### config.mk
export PLATFORM = sky130hd
export DESIGN_NAME = mem_loader
export DESIGN_NICKNAME = d
export VERILOG_FILES = /design/src/rtl/loader_pkg.sv /design/src/rtl/mem_loader.sv
export SDC_FILE = /design/constraint.sdc
export NUM_CORES = 1
export LEC_CHECK = 0
export CORE_ASPECT_RATIO = 2
export CORE_MARGIN = 10
export CORE_UTILIZATION = 52
export CTS_BUF_LIST = sky130_fd_sc_hd__clkbuf_8
export CTS_CLUSTER_SIZE = 10
export DETAILED_ROUTE_END_ITERATION = 16
export HOLD_SLACK_MARGIN = 0.1
export PLACE_DENSITY_LB_ADDON = 0.2
export SYNTH_ARGS = -nofsm -noshare
export SYNTH_HDL_FRONTEND = slang
export SYNTH_SLANG_ARGS = --single-unit
### constraint.sdc
create_clock -name clk -period 1.6 [get_ports clk]
set_input_delay 0.24 -clock clk [delete_from_list [all_inputs] [get_ports clk]]
set_output_delay 0.24 -clock clk [all_outputs]
set_load 0.05 [all_outputs]
### src/rtl/loader_pkg.sv
// loader_pkg: command bytes, FSM states and memory size defaults shared by mem_loader.
// The S_CSUM state only exists when LOADER_CHECKSUM_EN is defined.
package loader_pkg;
  localparam logic [7:0] CMD_LOAD_IM = 8'hA5;
  localparam logic [7:0] CMD_LOAD_DM = 8'h5A;
  localparam logic [7:0] CMD_RUN = 8'hC3;
  localparam logic [7:0] CMD_HALT = 8'hF0;
  localparam int INSTR_MEM_SIZE_DEF = 1024;
  localparam int DATA_MEM_SIZE_DEF = 1024;
  typedef enum logic [2:0] {
    S_IDLE, S_ADDR_HI, S_ADDR_LO, S_LEN_HI, S_LEN_LO, S_DATA, S_RUN
`ifdef LOADER_CHECKSUM_EN
    , S_CSUM
`endif
  } loader_state_t;
endpackage

### src/rtl/mem_loader.sv
// mem_loader: byte-stream loader for instruction/data memories; holds the CPU in reset until RUN.
// Define LOADER_CHECKSUM_EN to require a trailing XOR checksum byte on every load frame.
module mem_loader
  import loader_pkg::*;
#(
  parameter int INSTR_MEM_SIZE = INSTR_MEM_SIZE_DEF,
  parameter int DATA_MEM_SIZE = DATA_MEM_SIZE_DEF,
  parameter int ADDR_W = 16
) (
  input  logic              clk,
  input  logic              rst,
  input  logic [7:0]        rx_data,
  input  logic              rx_valid,
  output logic              rx_ready,
  output logic              im_we,
  output logic              dm_we,
  output logic [ADDR_W-1:0] mem_addr,
  output logic [7:0]        mem_wdata,
  output logic              cpu_rst_n,
  output logic              busy,
  output logic              err
);
  localparam logic [ADDR_W:0] IM_LIM = (ADDR_W+1)'(INSTR_MEM_SIZE);
  localparam logic [ADDR_W:0] DM_LIM = (ADDR_W+1)'(DATA_MEM_SIZE);
`ifdef LOADER_CHECKSUM_EN
  localparam loader_state_t S_END = S_CSUM;
`else
  localparam loader_state_t S_END = S_IDLE;
`endif
  loader_state_t r_state, w_state_n;
  logic              r_rx_ready, r_in_vld, r_is_dm, w_is_dm_n;
  logic [7:0]        r_in_data, r_mem_wdata;
  logic [ADDR_W-1:0] r_addr, w_addr_n, r_len, w_len_n, w_len_lo, r_mem_addr;
  logic              r_err, w_err_n, w_we_n, w_in_range;
  logic              r_im_we, r_dm_we, r_cpu_rst_n, r_busy;
`ifdef LOADER_CHECKSUM_EN
  logic [7:0]        r_csum, w_csum_n;
`endif
  assign w_in_range = r_is_dm ? ({1'b0, r_addr} < DM_LIM) : ({1'b0, r_addr} < IM_LIM);
  assign w_len_lo = {r_len[ADDR_W-9:0], r_in_data};
  // Incoming bytes are registered first; the FSM acts on r_in_data one cycle after acceptance.
  always_comb begin
    w_state_n = r_state;
    w_is_dm_n = r_is_dm;
    w_addr_n = r_addr;
    w_len_n = r_len;
    w_err_n = r_err;
    w_we_n = 1'b0;
`ifdef LOADER_CHECKSUM_EN
    w_csum_n = r_csum;
`endif
    if (r_in_vld)
      case (r_state)
        S_IDLE: begin
          if (r_in_data == CMD_LOAD_IM || r_in_data == CMD_LOAD_DM) begin
            w_state_n = S_ADDR_HI;
            w_is_dm_n = (r_in_data == CMD_LOAD_DM);
          end else if (r_in_data == CMD_RUN) w_state_n = S_RUN;
          else w_err_n = 1'b1;
        end
        S_ADDR_HI: begin
          w_addr_n = ADDR_W'(r_in_data);
          w_state_n = S_ADDR_LO;
        end
        S_ADDR_LO: begin
          w_addr_n = {r_addr[ADDR_W-9:0], r_in_data};
          w_state_n = S_LEN_HI;
        end
        S_LEN_HI: begin
          w_len_n = ADDR_W'(r_in_data);
          w_state_n = S_LEN_LO;
        end
        S_LEN_LO: begin
          w_len_n = w_len_lo;
          w_state_n = (w_len_lo == '0) ? S_END : S_DATA;
`ifdef LOADER_CHECKSUM_EN
          w_csum_n = 8'h00;
`endif
        end
        S_DATA: begin
          w_we_n = 1'b1;
          w_err_n = r_err | ~w_in_range;
          w_addr_n = r_addr + ADDR_W'(1);
          w_len_n = r_len - ADDR_W'(1);
          w_state_n = (r_len == ADDR_W'(1)) ? S_END : S_DATA;
`ifdef LOADER_CHECKSUM_EN
          w_csum_n = r_csum ^ r_in_data;
`endif
        end
`ifdef LOADER_CHECKSUM_EN
        S_CSUM: begin
          w_err_n = r_err | (r_in_data != r_csum);
          w_state_n = S_IDLE;
        end
`endif
        S_RUN: w_state_n = (r_in_data == CMD_HALT) ? S_IDLE : S_RUN;
        default: w_state_n = S_IDLE;
      endcase
  end
  always_ff @(posedge clk) begin
    if (rst) begin
      r_state <= S_IDLE;
      r_rx_ready <= 1'b0;
      r_in_vld <= 1'b0;
      r_in_data <= '0;
      r_is_dm <= 1'b0;
      r_addr <= '0;
      r_len <= '0;
      r_err <= 1'b0;
      r_im_we <= 1'b0;
      r_dm_we <= 1'b0;
      r_mem_addr <= '0;
      r_mem_wdata <= '0;
      r_cpu_rst_n <= 1'b0;
      r_busy <= 1'b0;
`ifdef LOADER_CHECKSUM_EN
      r_csum <= '0;
`endif
    end else begin
      r_state <= w_state_n;
      r_rx_ready <= 1'b1;
      r_in_vld <= rx_valid & r_rx_ready;
      r_in_data <= rx_data;
      r_is_dm <= w_is_dm_n;
      r_addr <= w_addr_n;
      r_len <= w_len_n;
      r_err <= w_err_n;
      r_im_we <= w_we_n & w_in_range & ~r_is_dm;
      r_dm_we <= w_we_n & w_in_range & r_is_dm;
      r_mem_addr <= w_we_n ? r_addr : r_mem_addr;
      r_mem_wdata <= w_we_n ? r_in_data : r_mem_wdata;
      r_cpu_rst_n <= (w_state_n == S_RUN);
      r_busy <= (w_state_n != S_IDLE) && (w_state_n != S_RUN);
`ifdef LOADER_CHECKSUM_EN
      r_csum <= w_csum_n;
`endif
    end
  end
  assign rx_ready = r_rx_ready;
  assign im_we = r_im_we;
  assign dm_we = r_dm_we;
  assign mem_addr = r_mem_addr;
  assign mem_wdata = r_mem_wdata;
  assign cpu_rst_n = r_cpu_rst_n;
  assign busy = r_busy;
  assign err = r_err;
endmodule

==> metrics.cfg, run 1 <==
[yosys]
synth.lib_cells_used.distinct = 60
synth.top_cell.area_share_pct = 41.3
synth_mux_area_share_pct = 0.551
synth_nets = 478
yosys.area_share.adder_pct = 1.03
synth_top_family_by_area = simple AND/OR/NAND/NOR gates
synth_seq_cells = 75
ys_seq_area_share_pct = 41.3
synth_flop_cell = sky130_fd_sc_hd__dfxtp_1
synthDominantAreaCellType = sky130_fd_sc_hd__dfxtp_1
async_reset_ff_share_pct = 0
average_footprint_of_a_synthesized_cell_um2 = 7.83
post_synthesis_instance_total = 464
post-synth-top-count-cell = sky130_fd_sc_hd__nand2_1
total_number_of_yosys_warnings = 0
mappedNetlistArea_um2 = 3630
synth_edf_count = 0
synth_simple_gate_area_share_pct = 26.4
synth_common_cells = sky130_fd_sc_hd__nand2_1 (90), sky130_fd_sc_hd__dfxtp_1 (75), sky130_fd_sc_hd__a21oi_1 (58), sky130_fd_sc_hd__nor2_1 (35), sky130_fd_sc_hd__o21ai_0 (30)
synthXorXnorAreaFrac_pct = 0.241
synth_compound_area_share_pct = 25.6
post_synth_main_area_contributors = sky130_fd_sc_hd__dfxtp_1 (41%), sky130_fd_sc_hd__nand2_1 (9.3%), sky130_fd_sc_hd__a21oi_1 (8.0%)

[cells_and_area]
area_added_between_synthesis_and_finish_pct = 39.4
layout-drive-gt1-share_pct = 34.5
stdcell_area_um2 = 5060
fin_nets = 586
antenna_cells_inserted = 0
filler_cell_count = 545
multi_input_area_um2 = 2120
seq_area_um2 = 1530
final-instance-count-excl-fill = 667

[route]
drtAntennaViolNets = 0
ratio_of_routed_vias_to_standard_cells = 6.02
detail_route.wl_per_cell_um = 18.6
drt_pass1_iterations = 5
vias = 4018
postRouteWirelength_um = 12400
remaining_design_rule_violation_count = 0
drt_iter0_markers = 366

[critical_path]
end_kind = flop
critical_path.max_stage_delay_ns = 0.34
crit_path_cell_trace = buf_4 -> and4_1 -> and3_1 -> o21ai_0 -> o211a_1 -> and3b_1
critical-path-slowest-cell = sky130_fd_sc_hd__dfxtp_2
setup.reg_to_reg.worst_slack_ns = -0.10
worst_ep_arrival_time_ns = 1.97
cp_class = reg2reg
timing.critical_path.fanout_max = 6
regToRegEndpoint = cpu_rst_n
critPathLaunchType = flop
critical-path-top-delay-family = simple AND/OR/NAND/NOR gates
timing.rr.start = r_in_data[7]
critical_path.n_buffers_inverters = 1
worst_r2r_path_depth = 6
cp_data_required_time_ns = 1.87

[sta]
max_freq_ghz = 0.588
relSlewSlack_pct = 72.7
hold_viol = 0
final.period_utilization_pct = 106
period_minus_slack_ns = 1.70
clock_skew_ns = 0.00909
final.setup.tns_ns = -0.297
timing_worst_slew_pin_value_ns = 0.408
rsz0062_at_grt = yes
finalSetupViolations = 7
slew_violations = 0
finalHoldWorstSlack_ns = 0.138
layout_setup_ws_ns = -0.100

[die]
number_of_top_level_pins = 41
fp.coreArea_um2 = 6890
die_area_um2 = 10900
chipWidth_um = 79.1
die_height_um = 138
placementRows = 43
initial_utilization_pct = 52.7

[placed_design]
dp_hpwl_um = 8770
port_buffers = 40
place.gp.congestion = 0.952
dp.cells = 643
dpl_cell_area_um2 = 4640

[clock_tree]
cts-root-to-sink-buffers = 2
cts-buffers-inserted = 9
clock_insertion_delay_worst_skew_ns = 0.37
cts_tree = done
clockRootBuffer = sky130_fd_sc_hd__clkbuf_8
maximum_level_of_the_cts_h_tree = 3
clkTransAtPathRegs_ns = 0.09
cts_num_sinks = 75
cts.hold.buffers_added = 0

[pwr]
total_power_uw = 3460
combinational_power_share_pct = 4.7
vdd_ir_drop_max_mv = 0.777
cellInternalPower_uw = 2540
power.density_cell_area_nw_per_um2 = 683
total_switching_power_uw = 923
power_frac_seq_pct = 54.8
switching_share_pct = 26.7
cellLeakagePower_uw = 0.00200
clock_power_share_pct = 40.4

[hold_path]
hold_start = rst
hold_path.class = in2reg
whs_endpoint = r_state[2]
min_path_cells = 2

[global_routing]
grtUsageTotal_pct = 21.9
grt_max_degree = 61
first_global_vias = 3888
antenna_found_initial = 0
wire_length_of_the_first_global_routing_pass_um = 19200
overflow = 0

[status]
violations = setup timing
status = finished, violations left

[run]
drv.max_cap_violation_count = 0

-- state kept, by name (all words and copies together) (netlist names), 3 cells and up --
signal,flops
mem_addr,16
r_in_data,8
r_len,16
r_state,3
mem_wdata,8
r_addr,16
-- worst reg2reg max path, stage by stage (launching register included) --
cell,delay (ns)
sky130_fd_sc_hd__dfxtp_2,0.34
sky130_fd_sc_hd__buf_4,0.17
sky130_fd_sc_hd__and4_1,0.23
sky130_fd_sc_hd__and3_1,0.22
sky130_fd_sc_hd__o21ai_0,0.22
sky130_fd_sc_hd__o211a_1,0.22
sky130_fd_sc_hd__and3b_1,0.19
-- routing by layer --
layer / GRT usage [%] / vias up / routed length, um
met4: 11.9 / 0 / 466
met1: 20.4 / 1937 / 4200
met2: 41.1 / 154 / 7090
li1: - / 1887 / -
met5: 0 / - / 0
met3: 5.39 / 40 / 629
-- timing repair --
item                                   4_1_cts  5_1_grt
pin swaps                                   12       17
setup buffers                                3        4
resized for setup                           21       36
setup endpoints to repair                   19       33
endpoints found under the hold margin        0        0
gates cloned                                 0        1
-- power groups by stage --
stage / clock [uW] / sequential [uW] / combinational [uW]
after floorplan: 0 / 1950 / 57.5
after global placement: 0 / 1940 / 152
after detailed placement: 0 / 1940 / 153
after CTS: 1410 / 1900 / 157
after global routing: 1490 / 1900 / 172
final: 1400 / 1900 / 164
-- area by class of cell --
cell class	count	share of cell area [%]
Sequential cell	75	30.2
Multi-Input combinational cell	349	41.8
Timing Repair Buffer	132	21.8
Inverter	5	0.371
Clock inverter	7	1.14
Clock buffer	9	2.45
Tap cell	90	2.22
-- stage by stage --
| step | setup slack, ns | util [%] |
|---|---|---|
| 2_1_floorplan | -0.0271 | - |
| 3_3_place_gp | -0.205 | 67.4 |
| 3_5_place_dp | -0.248 | 67.4 |
| 4_1_cts | -0.0953 | 71.3 |
| 5_1_grt | -0.169 | 73.5 |
| 6_report | -0.100 | 73.5 |
-- worst max path at each step --
stage	startpoint	endpoint	slack [ns]	cells after the start
after floorplan	r_len[5]	r_len[15]	-0.03	5
after global placement	r_len[15]	cpu_rst_n	-0.20	5
after detailed placement	r_len[15]	cpu_rst_n	-0.25	5
after CTS	r_len[2]	cpu_rst_n	-0.1	6
after global routing	r_len[2]	cpu_rst_n	-0.17	6
final	r_in_data[7]	cpu_rst_n	-0.10	6
-- cells in the final DEF (no fill, tap or decap), types with 4 or more instances in the layout --
| cell type | count |
|---|---|
| sky130_fd_sc_hd__a21oi_1 | 57 |
| sky130_fd_sc_hd__a22oi_1 | 7 |
| sky130_fd_sc_hd__a31oi_1 | 5 |
| sky130_fd_sc_hd__and3_1 | 4 |
| sky130_fd_sc_hd__buf_12 | 6 |
| sky130_fd_sc_hd__buf_4 | 115 |
| sky130_fd_sc_hd__clkbuf_8 | 9 |
| sky130_fd_sc_hd__clkdlybuf4s50_1 | 9 |
| sky130_fd_sc_hd__dfxtp_1 | 57 |
| sky130_fd_sc_hd__dfxtp_2 | 16 |
| sky130_fd_sc_hd__inv_6 | 4 |
| sky130_fd_sc_hd__nand2_1 | 89 |
| sky130_fd_sc_hd__nand3_1 | 9 |
| sky130_fd_sc_hd__nand3b_1 | 4 |
| sky130_fd_sc_hd__nand4_1 | 6 |
| sky130_fd_sc_hd__nor2_1 | 33 |
| sky130_fd_sc_hd__nor2b_1 | 8 |
| sky130_fd_sc_hd__nor3_1 | 5 |
| sky130_fd_sc_hd__nor3b_2 | 5 |
| sky130_fd_sc_hd__nor4_2 | 5 |
| sky130_fd_sc_hd__o21ai_0 | 25 |
| sky130_fd_sc_hd__o21ai_1 | 8 |
-- cell families after synthesis --
logic type | count (synthesis)
xor gates and xnor gates | 1
DFF | 75
and+or+nand+nor | 196
AOI/OAI and AO/OA | 147
buffers and inverters | 40
muxes | 2
adders and majority gates | 3
Power figures use the tool's default switching activity.
==> run 2, diff against run 1 <==
Settings changed: CORE_MARGIN 10 to not set.
==> run 2 against run 1 <==
Compared with the run above:
- the flow still finishes with violations (setup timing)
- non-clock buffer count grew 17
- maximum frequency shrank 1.4%
- sequential cell count is the same
- count of clock-buffer cells in the layout is the same
- first-iteration DRC count shrank 5.2%
- clock power grew 6%
- sequential share of layout area shrank 2.4 points
- design area grew 8.2%
- critical path type unchanged
- critical path depth grew 1
- total power grew 3.1%
==> metrics.cfg, run 2 (synthesis results as in run 1) <==
[clock_tree]
cts_tree = done
cts-buffers-inserted = 9
clockRootBuffer = sky130_fd_sc_hd__clkbuf_8
cts_num_sinks = 75
clock_insertion_delay_worst_skew_ns = 0.38
maximum_level_of_the_cts_h_tree = 3
cts-root-to-sink-buffers = 2
cts.hold.buffers_added = 0
clkTransAtPathRegs_ns = 0.08

[critical_path]
timing.critical_path.fanout_max = 6
worstSetupPathDepth = 7
timing.critical_path.from = r_len[2]
cp-endpoint = cpu_rst_n
crit_path_cell_trace = nor4_4 -> buf_4 -> buf_6 -> nand4_1 -> a22oi_2 -> o211a_1 -> and3b_1
worst_ep_arrival_time_ns = 1.99
critPathLaunchType = flop
critical_path.max_stage_delay_ns = 0.34
critical-path-top-delay-family = simple AND/OR/NAND/NOR gates
setup.reg_to_reg.worst_slack_ns = -0.12
cp_class = reg2reg
critical-path-slowest-cell = sky130_fd_sc_hd__dfxtp_2
critical_path.n_buffers_inverters = 2
timing.rr.start = r_len[2]
end_kind = flop
regToRegEndpoint = cpu_rst_n
worst_r2r_path_depth = 7
cp_data_required_time_ns = 1.87

[die]
die_height_um = 120
fp.coreArea_um2 = 6670
chipWidth_um = 61.1
initial_utilization_pct = 54.4
number_of_top_level_pins = 41
die_area_um2 = 7340
placementRows = 42

[global_routing]
grtUsageMet2_pct = 60.5
top_usage_layer = met2
antenna_found_initial = 0
grt_use_met1_pct = 31.9
overflow = 0
first_global_vias = 3917
grt_max_degree = 37
grtUsageTotal_pct = 34.8
wire_length_of_the_first_global_routing_pass_um = 18500
grt.met3_usage_pct = 6.63

[route]
vias = 4299
drt_pass1_iterations = 5
postRouteWirelength_um = 14100
remaining_design_rule_violation_count = 0
drtAntennaViolNets = 0
drt_iter0_markers = 347
ratio_of_routed_vias_to_standard_cells = 6.30
detail_route.wl_per_cell_um = 20.7

[status]
status = finished, violations left
violations = setup timing

[cells_and_area]
multi_input_area_um2 = 2320
area_added_between_synthesis_and_finish_pct = 50.8
final_cell_mix = sky130_fd_sc_hd__buf_4 (121), sky130_fd_sc_hd__nand2_1 (86), sky130_fd_sc_hd__dfxtp_1 (62)
filler_cell_count = 420
fin_nets = 603
stdcell_area_um2 = 5480
layout-drive-gt1-share_pct = 39.4
antenna_cells_inserted = 0
commonest_non_fill_non_tap_cell_in_the_layout = sky130_fd_sc_hd__buf_4
seq_area_um2 = 1530
final_util_pct = 82.1

[sta]
rsz0062_at_grt = yes
timing_worst_slew_pin_value_ns = 0.406
slew_violations = 0
finalSetupViolations = 44
clock_skew_ns = 0.0126
layout_setup_ws_ns = -0.124
relSlewSlack_pct = 72.9
final.period_utilization_pct = 108
hold_viol = 0
period_minus_slack_ns = 1.72
max_freq_ghz = 0.580
finalHoldWorstSlack_ns = 0.147

[placed_design]
place.gp.congestion = 0.919
dp_hpwl_um = 8360
dpl_cell_area_um2 = 4610
port_buffers = 40

[pwr]
power_frac_seq_pct = 53.1
switching_share_pct = 25.2
total_switching_power_uw = 897
vdd_ir_drop_max_mv = 0.685
clock_power_share_pct = 41.9
power.density_cell_area_nw_per_um2 = 651
combinational_power_share_pct = 5.1
cellLeakagePower_uw = 0.00217
cellInternalPower_uw = 2670

[hold_path]
hold_path.class = in2reg

[run]
drv.max_cap_violation_count = 0

run 2: how the worst min path moves through the flow:
stage                     startpoint           end  cells after the start
final                            rst  r_in_data[5]                      2
after CTS                        rst  r_in_data[5]                      2
after floorplan           rx_data[7]  r_in_data[7]                      1
after global placement       r_is_dm         im_we                      1
after global routing             rst  r_in_data[5]                      2
after detailed placement     r_is_dm         im_we                      1
run 2: worst register-to-register path, cell delays in order, from the launching register on:
cell and delay, ns:
sky130_fd_sc_hd__dfxtp_2 0.34, sky130_fd_sc_hd__nor4_4 0.28, sky130_fd_sc_hd__buf_4 0.20, sky130_fd_sc_hd__buf_6 0.10, sky130_fd_sc_hd__nand4_1 0.08, sky130_fd_sc_hd__a22oi_2 0.25
sky130_fd_sc_hd__o211a_1 0.19, sky130_fd_sc_hd__and3b_1 0.18
run 2: per-stage QoR:
stage | instances | worst slack (ns) | total power [uW] | setup TNS [ns]
after CTS | 669 | -0.0567 | 3530 | -0.138
after global placement | 640 | -0.108 | 2090 | -0.490
after global routing | 682 | -0.208 | 3650 | -5.54
final | 682 | -0.124 | 3570 | -2.52
after floorplan | 464 | -0.0271 | 2000 | -0.0271
after detailed placement | 640 | -0.127 | 2090 | -0.760
run 2: power groups by stage:
stage	Clock, uW	Sequential [uW]	Combinational, uW
6_report	1490	1890	181
5_1_grt	1570	1890	190
4_1_cts	1480	1890	158
3_5_place_dp	0	1940	151
3_3_place_gp	0	1930	151
2_1_floorplan	0	1950	57.5
run 2: layer usage:
| layer | up-vias | share of wire (%) |
|---|---|---|
| met4 | 0 | 9.4 |
| met5 | - | 0 |
| met2 | 229 | 53 |
| li1 | 1926 | - |
| met3 | 101 | 6.6 |
| met1 | 2043 | 31 |
run 2: final cells by class:
class / instances / share of cell area [%]
Clock buffer: 9 / 2.26
Clock inverter: 7 / 1.26
Inverter: 5 / 0.343
Multi-Input combinational cell: 349 / 42.3
Sequential cell: 75 / 27.8
Tap cell: 88 / 2.01
Timing Repair Buffer: 149 / 24.0
run 2: what timing repair did:
item                                    in CTS  in global routing
pin swaps                                   15                 34
endpoints found under the setup margin      21                 57
resized for setup                           47                 56
buffers inserted                            12                 10
cloned                                       1                  4
